### config.mk
export PLATFORM = sky130hd
export DESIGN_NAME = operand_bank
export DESIGN_NICKNAME = d
export VERILOG_FILES = /design/src/rtl/operand_bank.sv
export SDC_FILE = /design/constraint.sdc
export NUM_CORES = 1
export LEC_CHECK = 0
export ABC_AREA = 0
export CORE_MARGIN = 5
export CORE_UTILIZATION = 48
export CTS_BUF_LIST = sky130_fd_sc_hd__clkbuf_4
export DETAILED_ROUTE_END_ITERATION = 16
export PLACE_DENSITY = 0.87
export SYNTH_ARGS = -nofsm -noshare
export SYNTH_HDL_FRONTEND = slang
export SYNTH_SLANG_ARGS = --single-unit
### constraint.sdc
create_clock -name clk -period 2.6 [get_ports clk]
set_input_delay 0.26 -clock clk [delete_from_list [all_inputs] [get_ports clk]]
set_output_delay 0.26 -clock clk [all_outputs]
set_load 0.02 [all_outputs]
### src/rtl/operand_bank.sv
// operand_bank: gathers NUM_OPS operands of WIDTH bits into a flat bus and holds the set until acknowledged.
// Optional feature macro OPERAND_BANK_BACKSPACE_EN adds a delete-last-operand strobe (del).
module operand_bank #(
  parameter int WIDTH   = 8,
  parameter int NUM_OPS = 2,
  localparam int IDXW   = (NUM_OPS > 2) ? $clog2(NUM_OPS) : 1
) (
  input  logic                     clk,
  input  logic                     rst,
  input  logic [WIDTH-1:0]         data_in,
  input  logic                     data_valid,
  input  logic                     clear,
  input  logic                     ops_ack,
`ifdef OPERAND_BANK_BACKSPACE_EN
  input  logic                     del,
`endif
  output logic [NUM_OPS*WIDTH-1:0] operands,
  output logic [IDXW-1:0]          op_index,
  output logic                     ops_ready
);

  localparam logic [0:0]               COLLECT  = 1'b0;
  localparam logic [0:0]               FULL     = 1'b1;
  localparam logic [IDXW-1:0]          IDX_ZERO = {IDXW{1'b0}};
  localparam logic [IDXW-1:0]          IDX_ONE  = IDXW'(1);
  localparam logic [IDXW-1:0]          LAST_IDX = IDXW'(NUM_OPS - 1);
  localparam logic [NUM_OPS*WIDTH-1:0] OPS_ZERO = {(NUM_OPS*WIDTH){1'b0}};

  logic [0:0]               state_q, state_d;
  logic [IDXW-1:0]          op_index_q, op_index_d;
  logic [NUM_OPS*WIDTH-1:0] operands_q, operands_d;
  logic                     ops_ready_q, ops_ready_d;

`ifdef OPERAND_BANK_BACKSPACE_EN
  logic [IDXW-1:0]          prev_idx_s;
  assign prev_idx_s = op_index_q - IDX_ONE;
`endif

  // Next-state logic: clear beats ack, ack beats del, del beats data_valid.
  always_comb begin
    state_d    = state_q;
    op_index_d = op_index_q;
    operands_d = operands_q;
    if (clear) begin
      state_d    = COLLECT;
      op_index_d = IDX_ZERO;
      operands_d = OPS_ZERO;
    end else begin
      case (state_q)
        COLLECT: begin
`ifdef OPERAND_BANK_BACKSPACE_EN
          if (del && (op_index_q != IDX_ZERO)) begin
            op_index_d = prev_idx_s;
            for (int k = 0; k < NUM_OPS; k++) begin
              operands_d[k*WIDTH +: WIDTH] = (prev_idx_s == IDXW'(k)) ?
                                             {WIDTH{1'b0}} : operands_q[k*WIDTH +: WIDTH];
            end
          end else if (del) begin
            op_index_d = op_index_q;
          end else
`endif
          if (data_valid) begin
            for (int k = 0; k < NUM_OPS; k++) begin
              operands_d[k*WIDTH +: WIDTH] = (op_index_q == IDXW'(k)) ?
                                             data_in : operands_q[k*WIDTH +: WIDTH];
            end
            if (op_index_q != LAST_IDX) begin
              op_index_d = op_index_q + IDX_ONE;
            end else begin
              state_d = FULL;
            end
          end else begin
            state_d = state_q;
          end
        end
        FULL: begin
          if (ops_ack) begin
            state_d    = COLLECT;
            op_index_d = IDX_ZERO;
`ifdef OPERAND_BANK_BACKSPACE_EN
          end else if (del) begin
            state_d    = COLLECT;
            op_index_d = LAST_IDX;
            operands_d[(NUM_OPS-1)*WIDTH +: WIDTH] = {WIDTH{1'b0}};
`endif
          end else begin
            state_d = state_q;
          end
        end
        default: begin
          state_d    = COLLECT;
          op_index_d = IDX_ZERO;
          operands_d = OPS_ZERO;
        end
      endcase
    end
    ops_ready_d = (state_d == FULL);
  end

  // State and output registers.
  always_ff @(posedge clk or negedge rst) begin
    if (!rst) begin
      state_q     <= COLLECT;
      op_index_q  <= IDX_ZERO;
      operands_q  <= OPS_ZERO;
      ops_ready_q <= 1'b0;
    end else begin
      state_q     <= state_d;
      op_index_q  <= op_index_d;
      operands_q  <= operands_d;
      ops_ready_q <= ops_ready_d;
    end
  end

  assign operands  = operands_q;
  assign op_index  = op_index_q;
  assign ops_ready = ops_ready_q;

endmodule

==> results of run 1 <==
logic make-up after synthesis:
family	synth area share [%]
flip-flops	53.2
buffers and inverters	1.92
AND/OR/NAND/NOR	23.6
multiplexers	18.9
AO/OA/AOI/OAI	2.36
cells in the mapped netlist:
| master | number | area [sq um] |
|---|---|---|
| a21bo_2 | 1 | 10.0 |
| a21oi_1 | 2 | 10.0 |
| nand2b_1 | 26 | 163 |
| or3b_1 | 1 | 8.76 |
| mux2i_1 | 16 | 160 |
| dfrtp_1 | 18 | 450 |
| nand3b_1 | 1 | 7.51 |
| nor3b_2 | 1 | 12.5 |
| and3b_1 | 1 | 8.76 |
| buf_2 | 1 | 5.00 |
| clkbuf_1 | 3 | 11.3 |
power breakdown:
| group | total, uW | switching [uW] | internal (uW) |
|---|---|---|---|
| Sequential | 306 | 10.3 | 295 |
| Combinational | 124 | 57.2 | 67.1 |
| Clock | 133 | 77.2 | 55.6 |
| Total | 563 | 145 | 418 |
state kept, by name (all words and copies together) (netlist names):
signal and flops:
ops_ready 1, op_index 1, operands 16
layer usage:
| metal | share of wire, % | routed length [microns] | vias to the layer above | GRT usage, % |
|---|---|---|---|---|
| li1 | - | - | 293 | - |
| met1 | 44 | 729 | 280 | 18.5 |
| met2 | 51 | 848 | 11 | 24.1 |
| met3 | 2.9 | 48 | 2 | 2.01 |
| met4 | 1.3 | 22 | 0 | 6.55 |
| met5 | 0 | 0 | - | 0 |
per-stage QoR:
step	power [uW]	cells	util (%)
finish	563	126	69.6
global route	597	126	69.6
CTS	572	126	69.6
detailed placement	438	122	68.1
global placement	435	122	68.1
floorplan	374	71	-
cells in the final DEF, fill, tap and decap left out:
master            n
dfrtp_1          18
a21bo_2           1
nand3b_1          1
nand2b_1         26
clkbuf_4          3
or3b_1            1
clkinv_1          1
nor3b_2           1
clkdlybuf4s50_1  30
mux2i_1          16
a21oi_1           2
and3b_1           1
path summary, 6_finish.rpt:
path                            slack [ps]           end  cells after the start          from
worst max-delay path                   960     ops_ready                      1     ops_ready
worst min-delay path                   420   operands[9]                      1           rst
worst max register to register        1320   operands[0]                      2     ops_ready
worst min register to register         540  operands[13]                      2  operands[13]
max in group asynchronous             1700      op_index                      1           rst
min in group clk                       540  operands[13]                      2  operands[13]
cell type report:
cell class | instances | area [sq um] | share of cell area, %
Clock buffer | 3 | 22.5 | 1.89
Clock inverter | 1 | 3.75 | 0.316
Multi-Input combinational cell | 49 | 380 | 32.0
Sequential cell | 18 | 450 | 37.9
Tap cell | 25 | 31.3 | 2.63
Timing Repair Buffer | 30 | 300 | 25.3
==> flow_metrics.py, run 1 <==
metrics = {
    "detailed_routing": {
        "antenna_left": 0,
        "drtPass1Iterations": 2,
        "drcViolationCount": 0,
        "num_vias": 586,
        "wl_microns": 1650,
        "first_iter_violations": 6,
        "wl_per_cell_microns": 13.1,
        "via_per_inst": 4.65,
    },
    "pwr": {
        "irDropWorstVdd_mv": 0.301,
        "leakagePower_uw": 0.000536,
        "p_per_area_mw_per_mm2": 474,
    },
    "global_route": {
        "antenna_found_initial": 0,
        "grt_max_degree": 27,
        "grt_pass1_vias": 629,
        "overflow": 0,
        "grt_pass1_wl_microns": 2900,
        "track_usage_pct": 14.5,
    },
    "die": {
        "die_w_microns": 52.0,
        "die_area_sq_mm": 0.00271,
        "fp-row-count": 15,
        "die_y_microns": 52.0,
        "initial_core_util_pct": 49.6,
        "core_area_sq_mm": 0.00171,
        "io_pins": 31,
    },
    "critical_path": {
        "cp_num_buf_inv": 1,
        "max_stage_delay_ps": 640,
        "crit_family": "buffers and inverters",
        "cp.arrival_ps": 1380,
        "path_class": "flip-flop to primary output",
        "crit_path_end_kind": "primary output",
        "startpoint_type": "flip-flop",
        "critPathSlowestCell": "clkdlybuf4s50_1",
        "cp_cell_sequence": "clkdlybuf4s50_1",
        "critPathRequiredTime_ps": 2340,
        "cp_max_fo": 8,
    },
    "clock_tree": {
        "clk_pin_slew_ps": 100,
        "clkSinkCount": 18,
        "numCtsBuffers": 3,
        "clock_latency_ps": 280,
        "ctsResizeCount": 0,
        "post_cts_buffers": 0,
        "cts_root_buffer": "clkbuf_4",
        "postCtsHoldBufs": 0,
        "cts_tree": "built",
        "clock_path_buffers": 2,
        "cts-htree-levels": 1,
    },
    "synth": {
        "ys_ff_latch": 18,
        "syn_area_per_cell_sq_um": 11.9,
        "yosysWarnings": 0,
        "synthCells": 71,
        "yosysSeqAreaShare_pct": 53.2,
        "synth_area_sq_um": 847,
        "synth_nets": 84,
        "synth.distinct_cells": 11,
    },
    "placed_design": {
        "placed_cell_area_sq_mm": 0.00116,
        "dp_hpwl_microns": 1320,
        "port_buffers": 30,
        "gp_congestion": 0.775,
        "dp_slack_ps": 984,
    },
    "layout": {
        "fin_area_sq_mm": 0.00119,
        "fillCellCount": 125,
        "antenna_cells": 0,
        "drive_gt1_share_pct": 4.95,
        "syn_to_final_growth_pct": 40.3,
        "fin_nets": 115,
    },
    "sta": {
        "max_freq_mhz": 608,
        "hold_viol": 0,
        "rsz0062_at_grt": "false",
        "max_slew_margin_pct": 48.7,
        "tns_ps": 0,
        "finalClockSkew_ps": 3.68,
        "setup_viol": 0,
        "worst_slack_ps": 956,
        "slew_viol_final": 0,
        "worstMarginPinSlew_ps": 766,
        "fin_hold_ws_ps": 423,
        "fin_crit_sh_pct": 63.2,
        "layout_min_cycle_time_ps": 1640,
    },
    "worst_hold_path": {
        "min_path_type": "input port to asynchronous set/reset pin",
    },
    "run_status": {
        "status": "finished, final reports clean",
    },
    "job": {
        "max-cap-violations": 0,
    },
}
Power figures use the tool's default switching activity.
==> inputs of run 2 (changes only) <==
--- a/config.mk
+++ b/config.mk
@@ -7,10 +7,10 @@
 export LEC_CHECK = 0
 export ABC_AREA = 0
 export CORE_MARGIN = 5
-export CORE_UTILIZATION = 48
+export CORE_UTILIZATION = 45
 export CTS_BUF_LIST = sky130_fd_sc_hd__clkbuf_4
 export DETAILED_ROUTE_END_ITERATION = 16
-export PLACE_DENSITY = 0.87
+export PLACE_DENSITY = 0.83
 export SYNTH_ARGS = -nofsm -noshare
 export SYNTH_HDL_FRONTEND = slang
 export SYNTH_SLANG_ARGS = --single-unit
==> constraint.sdc (replaced) <==
create_clock -name clk -period 1.7 [get_ports clk]
set_input_delay 0.17 -clock clk [delete_from_list [all_inputs] [get_ports clk]]
set_output_delay 0.17 -clock clk [all_outputs]
set_load 0.02 [all_outputs]
==> flow_metrics.py, run 2 (synthesized netlist as in run 1, its figures left out) <==
metrics = {
    "layout": {
        "final_cells": 129,
        "drive_gt1_share_pct": 7.69,
        "final_cell_mix": "clkdlybuf4s50_1, nand2b_1, dfrtp_1, mux2i_1",
        "largest_register_ffs": 16,
        "mostFrequentLayoutCell": "clkdlybuf4s50_1",
        "antenna_cells": 0,
        "fin_nets": 118,
        "syn_to_final_growth_pct": 43.0,
    },
    "pwr": {
        "leakagePower_uw": 0.000551,
        "irDropWorstVdd_mv": 0.551,
        "p_per_area_mw_per_mm2": 726,
    },
    "placed_design": {
        "dp_cells": 125,
        "dp_hpwl_microns": 1310,
        "port_buffers": 30,
        "gp_congestion": 0.700,
    },
    "detailed_routing": {
        "wl_microns": 1750,
        "drtPass1Iterations": 4,
        "num_vias": 628,
        "drcViolationCount": 0,
        "antenna_left": 0,
        "wl_per_cell_microns": 13.6,
        "via_per_inst": 4.87,
        "first_iter_violations": 4,
    },
    "die": {
        "fp-row-count": 15,
        "initial_core_util_pct": 48.0,
        "die_y_microns": 53.4,
        "io_pins": 31,
        "die_area_sq_mm": 0.00285,
        "die_w_microns": 53.4,
        "core_area_sq_mm": 0.00176,
    },
    "sta": {
        "finalClockSkew_ps": 13.2,
        "hold_viol": 0,
        "slew_viol_final": 0,
        "fin_crit_sh_pct": 92.4,
        "max_freq_mhz": 636,
        "setup_viol": 0,
        "layout_min_cycle_time_ps": 1570,
        "rsz0062_at_grt": "false",
        "tns_ps": 0,
        "worstMarginPinSlew_ps": 413,
        "max_slew_margin_pct": 72.4,
    },
    "worst_hold_path": {
        "min_path_type": "input port to asynchronous set/reset pin",
    },
    "clock_tree": {
        "clk_pin_slew_ps": 110,
        "clock_path_buffers": 2,
        "post_cts_buffers": 0,
        "cts_tree": "built",
        "cts_root_buffer": "clkbuf_4",
        "ctsResizeCount": 0,
        "numCtsBuffers": 3,
        "clock_latency_ps": 290,
        "postCtsHoldBufs": 0,
        "clkSinkCount": 18,
        "cts-htree-levels": 1,
    },
    "critical_path": {
        "critPathCapture": "ops_ready",
        "cp_cell_sequence": "clkdlybuf4s50_1",
        "path_depth": 1,
        "worstReg2RegStart": "ops_ready",
        "crit_path_end_kind": "primary output",
        "cp_max_fo": 8,
        "reg2reg_slack_ps": 470,
        "r2r-end": "operands[15]",
        "reg2reg_depth": 2,
        "cp_num_buf_inv": 1,
        "max_stage_delay_ps": 640,
        "startpoint_type": "flip-flop",
        "cp.arrival_ps": 1400,
        "startpoint": "ops_ready",
        "crit_family": "buffers and inverters",
        "path_class": "flip-flop to primary output",
        "critPathSlowestCell": "clkdlybuf4s50_1",
        "critPathRequiredTime_ps": 1530,
    },
    "global_route": {
        "overflow": 0,
        "antenna_found_initial": 0,
        "grt_pass1_vias": 671,
        "track_usage_pct": 15.3,
        "grt_max_degree": 27,
        "grt_pass1_wl_microns": 3110,
    },
    "job": {
        "max-cap-violations": 0,
    },
    "run_status": {
        "status": "finished, final reports clean",
    },
}
run 2: changes by cell type in the layout (fill, tap and decap cells not counted):
cell	before	now
buf_4	0	3
run 2: cell type report:
class	count	area, sq um
Sequential cell	18	450
Fill cell	156	553
Clock inverter	1	3.75
Timing Repair Buffer	33	323
Tap cell	25	31.3
Clock buffer	3	22.5
Multi-Input combinational cell	49	380
run 2: per-stage QoR:
step / util [%] / hold slack, ps / worst slack [ps] / power, uW / area [sq um]
2_1_floorplan: - / -126 / 456 / 571 / 847
3_3_place_gp: 67.2 / 516 / 304 / 672 / 1180
3_5_place_dp: 67.2 / 515 / 254 / 676 / 1180
4_1_cts: 68.7 / 187 / 121 / 891 / 1210
5_1_grt: 68.7 / 203 / 53.5 / 927 / 1210
6_report: 68.7 / 185 / 129 / 879 / 1210
run 2: power by group:
group / total, uW / switching, uW / internal [uW]
registers: 469 / 16.8 / 452
clock network: 213 / 128 / 85.3
logic: 197 / 89.2 / 108
total: 879 / 234 / 645
run 2: how the worst min path moves through the flow:
stage               slack (ps)  start            to  depth (start not counted)
global placement           520    rst  operands[12]                          2
CTS                        190    rst   operands[0]                          2
finish                     180    rst   operands[0]                          2
detailed placement         510    rst  operands[14]                          2
floorplan                 -130    rst      op_index                          0
global route               200    rst   operands[1]                          2
run 2: layer usage:
metal  routed length, microns  track usage (%)  vias up
li1                         -                -      299
met1                      778             19.5      309
met2                      861             24.3       16
met3                       80             3.10        4
met4                       31             7.66        0
met5                        0                0        -
